## config.mk

```make
export PLATFORM = sky130hd
export DESIGN_NAME = cpu_control_unit
export DESIGN_NICKNAME = d
export VERILOG_FILES = /design/src/rtl/cpu_control_unit.sv
export SDC_FILE = /design/constraint.sdc
export NUM_CORES = 1
export LEC_CHECK = 0
export CAP_MARGIN = 20
export CORE_ASPECT_RATIO = 1.2
export CORE_MARGIN = 5
export CORE_UTILIZATION = 40
export DETAILED_ROUTE_END_ITERATION = 16
export PLACE_DENSITY_LB_ADDON = 0.05
export SYNTH_ARGS = -nofsm -noshare
export SYNTH_HDL_FRONTEND = slang
export SYNTH_SLANG_ARGS = --single-unit
```

## constraint.sdc

```tcl
create_clock -name Clk -period 1.5 [get_ports Clk]
set_clock_uncertainty 0.05 [all_clocks]
set_input_delay 0.3 -clock Clk [delete_from_list [all_inputs] [get_ports Clk]]
set_output_delay 0.3 -clock Clk [all_outputs]
set_load 0.005 [all_outputs]
```

## src/rtl/cpu_control_unit.sv

```systemverilog
// rtl/cpu_control_unit.sv - multi-cycle control unit for the 16-bit CPU datapath
module cpu_control_unit #(
   parameter int PC_W = 7
) (
   input  logic            Clk,
   input  logic            ResetN,
   output logic [PC_W-1:0] IM_Addr,
   input  logic [15:0]     IM_Q,
   output logic [7:0]      D_Addr,
   output logic            D_Wr,
   output logic            RF_s,
   output logic [3:0]      RF_W_Addr,
   output logic            RF_W_en,
   output logic [3:0]      RF_Ra_Addr,
   output logic [3:0]      RF_Rb_Addr,
   output logic [2:0]      ALU_Sel,
   output logic            Halted,
   output logic            Illegal,
   output logic [3:0]      State
);

   typedef enum logic [3:0] {
      S_INIT   = 4'd0,
      S_FETCH  = 4'd1,
      S_DECODE = 4'd2,
      S_NOOP   = 4'd3,
      S_LOAD_A = 4'd4,
      S_LOAD_B = 4'd5,
      S_STORE  = 4'd6,
      S_ALU    = 4'd7,
      S_HALT   = 4'd8
   } state_t;

   state_t          state_q, state_d;
   logic [PC_W-1:0] pc_q, pc_d;
   logic [15:0]     ir_q, ir_d;
   logic [3:0]      op, ra, rb, rd;

   assign op = ir_q[15:12];
   assign ra = ir_q[11:8];
   assign rb = ir_q[7:4];
   assign rd = ir_q[3:0];

   always_ff @(posedge Clk or negedge ResetN) begin
      if (!ResetN) begin
         state_q <= S_INIT;
         pc_q    <= '0;
         ir_q    <= '0;
      end else begin
         state_q <= state_d;
         pc_q    <= pc_d;
         ir_q    <= ir_d;
      end
   end

   always_comb begin
      state_d = state_q;
      pc_d    = pc_q;
      ir_d    = ir_q;
      case (state_q)
         S_INIT:   state_d = S_FETCH;
         S_FETCH: begin
            ir_d    = IM_Q;
            pc_d    = pc_q + PC_W'(1);
            state_d = S_DECODE;
         end
         S_DECODE: begin
            case (op)
               4'h1:                                          state_d = S_LOAD_A;
               4'h2:                                          state_d = S_STORE;
               4'h3, 4'h4, 4'h5, 4'h6, 4'h7, 4'h8, 4'h9:       state_d = S_ALU;
               4'hF:                                          state_d = S_HALT;
               default:                                       state_d = S_NOOP;
            endcase
         end
         S_LOAD_A: state_d = S_LOAD_B;
         S_LOAD_B, S_STORE, S_ALU, S_NOOP: state_d = S_FETCH;
         S_HALT:   state_d = S_HALT;
         default:  state_d = S_INIT;
      endcase
   end

   // Moore outputs: decoded only from the current state and the held IR
   always_comb begin
      D_Addr     = 8'd0;
      D_Wr       = 1'b0;
      RF_s       = 1'b0;
      RF_W_Addr  = 4'd0;
      RF_W_en    = 1'b0;
      RF_Ra_Addr = 4'd0;
      RF_Rb_Addr = 4'd0;
      ALU_Sel    = 3'd0;
      Halted     = 1'b0;
      Illegal    = 1'b0;
      case (state_q)
         S_LOAD_A: D_Addr = ir_q[11:4];
         S_LOAD_B: begin
            D_Addr    = ir_q[11:4];
            RF_s      = 1'b1;
            RF_W_Addr = rd;
            RF_W_en   = 1'b1;
         end
         S_STORE: begin
            D_Addr     = ir_q[7:0];
            RF_Ra_Addr = ra;
            D_Wr       = 1'b1;
         end
         S_ALU: begin
            RF_Ra_Addr = ra;
            RF_Rb_Addr = rb;
            ALU_Sel    = op[2:0] - 3'd2;
            RF_W_Addr  = rd;
            RF_W_en    = 1'b1;
         end
         S_NOOP:  Illegal = (op >= 4'hA) && (op <= 4'hE);
         S_HALT:  Halted  = 1'b1;
         default: ;
      endcase
   end

   assign IM_Addr = pc_q;
   assign State   = state_q;

endmodule

```

==> results of run 1 <==
-- power breakdown --
part	switching (µW)	leakage, µW	internal, µW	total, µW
clock network	214	0.0000228	190	404
logic	1780	0.00107	2630	4410
registers	316	0.000323	1090	1410
-- layer usage --
layer | part of all wire | track usage | vias to the layer above
met4 | 0.012 | 0.0549 | 0
met3 | 0.074 | 0.0405 | 6
met1 | 0.39 | 0.207 | 764
li1 | - | - | 739
met2 | 0.53 | 0.307 | 54
met5 | 0 | 0 | -
-- layout make-up --
type / instances / area share
clock buffer: 4 / 0.0156
inverter: 5 / 0.00650
multi-input combinational: 108 / 0.346
sequential: 27 / 0.235
tap: 52 / 0.0225
timing repair buffer: 116 / 0.374
-- metrics by stage --
stage               total power [µW]  worst slack (ps)  TNS (ps)
detailed placement              4210              -369    -10950
CTS                             5150              -284     -9320
global route                    6650              -395    -14580
floorplan                       2850              -183     -1950
finish                          6220              -345    -10860
global placement                4100              -338    -10020
-- registers in the layout, indices dropped and copies added (netlist names) --
signal / count
ir_q: 16
IM_Addr: 7
State: 4
-- worst min path at each step --
stage	to	slack, ps	cells after the start
2_1_floorplan	IM_Addr[0]$_DFFE_PN0N_	-50	0
3_3_place_gp	IM_Addr[6]$_DFFE_PN0N_	410	1
3_5_place_dp	IM_Addr[6]$_DFFE_PN0N_	420	1
4_1_cts	ir_q[4]$_DFFE_PN0N_	360	2
5_1_grt	ir_q[9]$_DFFE_PN0N_	380	2
6_report	State[0]$_DFF_PN0_	350	2
-- cells by family after synthesis --
logic type               after synthesis  synth area share
AO/OA/AOI/OAI                         19            0.0797
XOR/XNOR                               6            0.0345
adder cells (fa/ha/maj)                7            0.0575
buffers and inverters                 14            0.0493
flip-flops                            27             0.444
multiplexers                          14             0.104
AND/OR/NAND/NOR                       62             0.232
-- cells in the mapped netlist --
cell type / instances
xnor2_1: 5
ha_1: 7
and3_1: 10
a311oi_1: 1
inv_1: 5
or2b_1: 1
nor2b_1: 10
nor4b_1: 1
nor2_1: 14
buf_6: 3
dfrtp_1: 27
a211oi_1: 2
and2b_1: 1
nor3_1: 1
mux2_2: 14
buf_1: 1
and2_1: 5
nor3b_1: 1
o21ai_0: 3
nor4b_4: 1
clkbuf_1: 5
a41o_1: 1
nand3_1: 2
a221o_1: 1
a21bo_2: 1
nand2_1: 8
nand2b_1: 2
nand4_1: 5
o21bai_1: 1
a21oi_1: 9
xor2_1: 1
-- timing repair --
| item | 4_1_cts | 5_1_grt |
|---|---|---|
| hold buffers | 0 | 0 |
| resized for setup | 169 | 59 |
| buffers inserted | 22 | 7 |
| gates cloned | 0 | 3 |
| endpoints found under the setup margin | 61 | 59 |
| pin swaps | 21 | 20 |
==> flow_metrics.tcl, run 1 <==
set metrics [dict create \
    fin_cells 312 \
    grt_max_degree 28 \
    area_growth_pct 89.5 \
    slowest_stage "dfrtp_1" \
    max_slew_margin 0.760 \
    slowest_delay_ps 410 \
    synthCells 149 \
    max_cap_viol_count 0 \
    hold_viol 0 \
    synth-seq-cells 27 \
    synth_area_leaders "dfrtp_1, mux2_2, ha_1" \
    r2r-start "State[2]$_DFF_PN0_" \
    clock_latency_ps 270 \
    drc 0 \
    antenna_found_initial 0 \
    cts_max_path_buffers 2 \
    vias 1563 \
    layout.cells.most_common_list "buf_6, buf_4, dfrtp_1" \
    clock_sink_count 27 \
    final_layout_size_suffix_gt1_frac 0.581 \
    grt_pass1_vias 1554 \
    synth_area_um2 1520 \
    fin_crit_ps 1840 \
    grt-ovfl-total 0 \
    htreeDepth 1 \
    yosysTopAreaCell "dfrtp_1" \
    critical_path_class "reg2out" \
    crit_buf_inv 3 \
    cp.required_ps 1150 \
    cts_tree "built" \
    cpMostUsedCell "buf_6" \
    cp_num_cells 5 \
    vias_per_cell 5.01 \
    reg2reg_slack_ps -200 \
    crit_end "RF_W_Addr[1]" \
    drtIter0Drc 43 \
    clk_pin_slew_worst_paths_ps 80 \
    layout_commonest_cell "buf_6" \
    multi_input_area_um2 1000 \
    ioPinCount 57 \
    start_util 0.416 \
    failed_checks "negative setup slack" \
    pwr_density_cell_nw_per_um2 2160 \
    gp_congestion 0.781 \
    syn_nets 174 \
    die_h_um 77.6 \
    status "complete, but fails checks" \
    clockRootBuffer "clkbuf_8" \
    ir_drop_uv 1220 \
    num_rows 24 \
    synth.distinct_cells 31 \
    worstPathCellList "and2b_2 > buf_6 > buf_6 > and3_1 > buf_2" \
    fin_nets 286 \
    fillCellCount 253 \
    ff2ff_path_depth 6 \
    dieArea_um2 5150 \
    dp_cells 276 \
    r2r_end "ir_q[5]$_DFFE_PN0N_" \
    arrival_ps 1490 \
    wire_per_inst_um 16.3 \
    cpLargestDelayFamily "simple AND/OR/NAND/NOR gates" \
    hold_slack_ps 351 \
    startpoint "State[3]$_DFF_PN0_" \
    fin_area_um2 2890 \
    dr.pass1.iters 4 \
    cts_buffers 3 \
    avgSynthCellArea_um2 10.2 \
    io_buffers 56 \
    final_util 0.788 \
    grt_first_pass_wirelength_um 7200 \
    core-area_um2 3660 \
    place_hpwl_um 3030 \
    ant_nets 0 \
    finalCritPeriodShare 1.23 \
    hp-class "in2async" \
    end_kind "output port" \
    setup_ws_ps -345 \
    ff_latch_area_um2 678 \
    rsz0062_at_grt "yes" \
    tightest_slew_ps 359 \
    ys_seq_area_frac 0.444 \
    place_area_um2 2330 \
    setup_viol 53 \
    setup.worst_path.start_class "flop" \
    yosys_warnings 0 \
    grtUsageTotal 0.175 \
    finalWirelength_um 5070 \
    max_freq_ghz 0.542 \
    fp.dieW_um 66.3 \
    p_leak_uw 0.00142 \
    critPathMaxFanout 7 \
    synth_top_cell_area_share 0.444 \
    diodes 0 \
    drv_slew 0 \
]
Note: power is estimated with default switching activity, not from simulation.
==> run 2: changes to the inputs <==
--- a/config.mk
+++ b/config.mk
@@ -10,6 +10,7 @@
 export CORE_MARGIN = 5
 export CORE_UTILIZATION = 40
 export DETAILED_ROUTE_END_ITERATION = 16
+export MAX_ROUTING_LAYER = met4
 export PLACE_DENSITY_LB_ADDON = 0.05
 export SYNTH_ARGS = -nofsm -noshare
 export SYNTH_HDL_FRONTEND = slang
==> run 2 against run 1 <==
  * The run still ends with negative setup slack left
  * Cell count decreased by 0.64%
  * Wire length decreased by 1.8%
  * Sequential share of layout area increased by 0.18 points
  * Critical endpoint is now RF_Rb_Addr[0]
==> flow_metrics.tcl, run 2 (synthesis gave the netlist of run 1 again) <==
set metrics [dict create \
    status "complete, but fails checks" \
    failed_checks "negative setup slack" \
    drtIter0Drc 59 \
    cts_max_path_buffers 2 \
    holdBufCountCts 0 \
    tightest_slew_ps 355 \
    power_uw 6110 \
    end_kind "output port" \
    fin_area_um2 2860 \
    cts_buffers 3 \
    critical_path_class "reg2out" \
    drc 0 \
    grt-ovfl-total 0 \
    fin_cells 310 \
    grtUsageTotal 0.179 \
    dieArea_um2 5150 \
    cp.required_ps 1150 \
    dr.pass1.iters 4 \
    io_buffers 56 \
    hold_viol 0 \
    fin_crit_ps 1830 \
    critPathMaxFanout 5 \
    slowest_stage "dfrtp_1" \
    setup.worst_path.start_class "flop" \
    vias_per_cell 4.98 \
    layout.cells.most_common_list "buf_6, buf_4, dfrtp_1" \
    rsz0062_at_grt "yes" \
    clock_latency_ps 270 \
    place_area_um2 2330 \
    highest_layer "met4" \
    startpoint "State[3]$_DFF_PN0_" \
    ioPinCount 57 \
    cts_tree "built" \
    largest_register_ffs 16 \
    finalCritPeriodShare 1.22 \
    gp_congestion 0.792 \
    clockRootBuffer "clkbuf_8" \
    final_layout_size_suffix_gt1_frac 0.578 \
    htreeDepth 1 \
    fillCellCount 261 \
    start_util 0.416 \
    ff2ff_path_depth 6 \
    arrival_ps 1480 \
    die_h_um 77.6 \
    p_leak_uw 0.00141 \
    max_freq_ghz 0.547 \
    num_rows 24 \
    hold_slack_ps 350 \
    ant_nets 0 \
    hp-class "in2async" \
    cp_num_cells 5 \
    grt_first_pass_wirelength_um 7180 \
    drv_slew 0 \
    worstPathCellList "and2b_2 > buf_6 > and3_4 > and2_4 > buf_6" \
    crit_buf_inv 2 \
    largest_register "ir_q" \
    wire_per_inst_um 16.1 \
    pwr_density_cell_nw_per_um2 2130 \
    wl_met3_um 338 \
    antenna_found_initial 0 \
    wl_met1_um 1920 \
    max_slew_margin 0.763 \
    grt_pass1_vias 1553 \
    core-area_um2 3660 \
    cpMostUsedCell "buf_6" \
    place_hpwl_um 3030 \
    ir_drop_uv 1210 \
    final_util 0.781 \
    slowest_delay_ps 400 \
    fp.dieW_um 66.3 \
    wl_met2_um 2630 \
    diodes 0 \
    cpLargestDelayFamily "simple AND/OR/NAND/NOR gates" \
    finalWirelength_um 4980 \
    r2r-start "State[2]$_DFF_PN0_" \
    clock_sink_count 27 \
    max_cap_viol_count 0 \
    vias 1545 \
    setup_viol 52 \
    fin_nets 284 \
    setup_ws_ps -329 \
    dp_cells 276 \
    clk_pin_slew_worst_paths_ps 90 \
    grt_max_degree 28 \
    area_growth_pct 88.0 \
]
run 2: cell types whose count changed in the layout (fill, tap and decap cells not counted), sizes merged:
| cell | delta |
|---|---|
| buf | -2 |
run 2: timing repair:
action                                  4_1_cts  5_1_grt
cloned                                        0        3
pin swaps                                    21       20
resized for setup                           169       57
endpoints found under the setup margin       61       59
setup buffers                                22        5
run 2: where the power goes:
group | internal [µW] | switching, µW | leakage, µW
clock network | 190 | 213 | 0.0000228
logic | 2560 | 1740 | 0.00106
registers | 1090 | 316 | 0.000323
total | 3840 | 2270 | 0.00141
run 2: metal layers:
layer,vias to the layer above,GRT usage
met5,-,-
met4,0,0.0549
met3,11,0.0361
met2,48,0.308
met1,749,0.208
li1,737,-
run 2: layout make-up:
type                       instances  area, µm²  share of cell area
timing repair buffer             114       1060               0.369
multi-input combinational        108       1000               0.349
sequential                        27        678               0.237
tap                               52       65.1              0.0227
clock buffer                       4       45.0              0.0157
inverter                           5       18.8             0.00656
run 2: worst register-to-register path, cell delays in order, from the launching register on:
cell and delay, ps:
dfrtp_2 420, buf_6 130, buf_6 110, nor4b_4 250, buf_6 180, clkbuf_16 160
mux2_4 310
run 2: worst paths after layout:
path,end,slack (ps)
setup / recovery,RF_Rb_Addr[0],-330
max in group asynchronous,State[2]$_DFF_PN0_,770
hold / removal,ir_q[5]$_DFFE_PN0N_,350
min in group Clk,ir_q[6]$_DFFE_PN0N_,500
setup reg to reg,ir_q[5]$_DFFE_PN0N_,-210
hold reg to reg,ir_q[6]$_DFFE_PN0N_,500
run 2: metrics by stage:
| stage | setup TNS [ps] | setup slack, ps |
|---|---|---|
| 2_1_floorplan | -1950 | -183 |
| 3_3_place_gp | -10020 | -338 |
| 3_5_place_dp | -10950 | -369 |
| 4_1_cts | -9320 | -284 |
| 5_1_grt | -14330 | -388 |
| 6_report | -10440 | -329 |
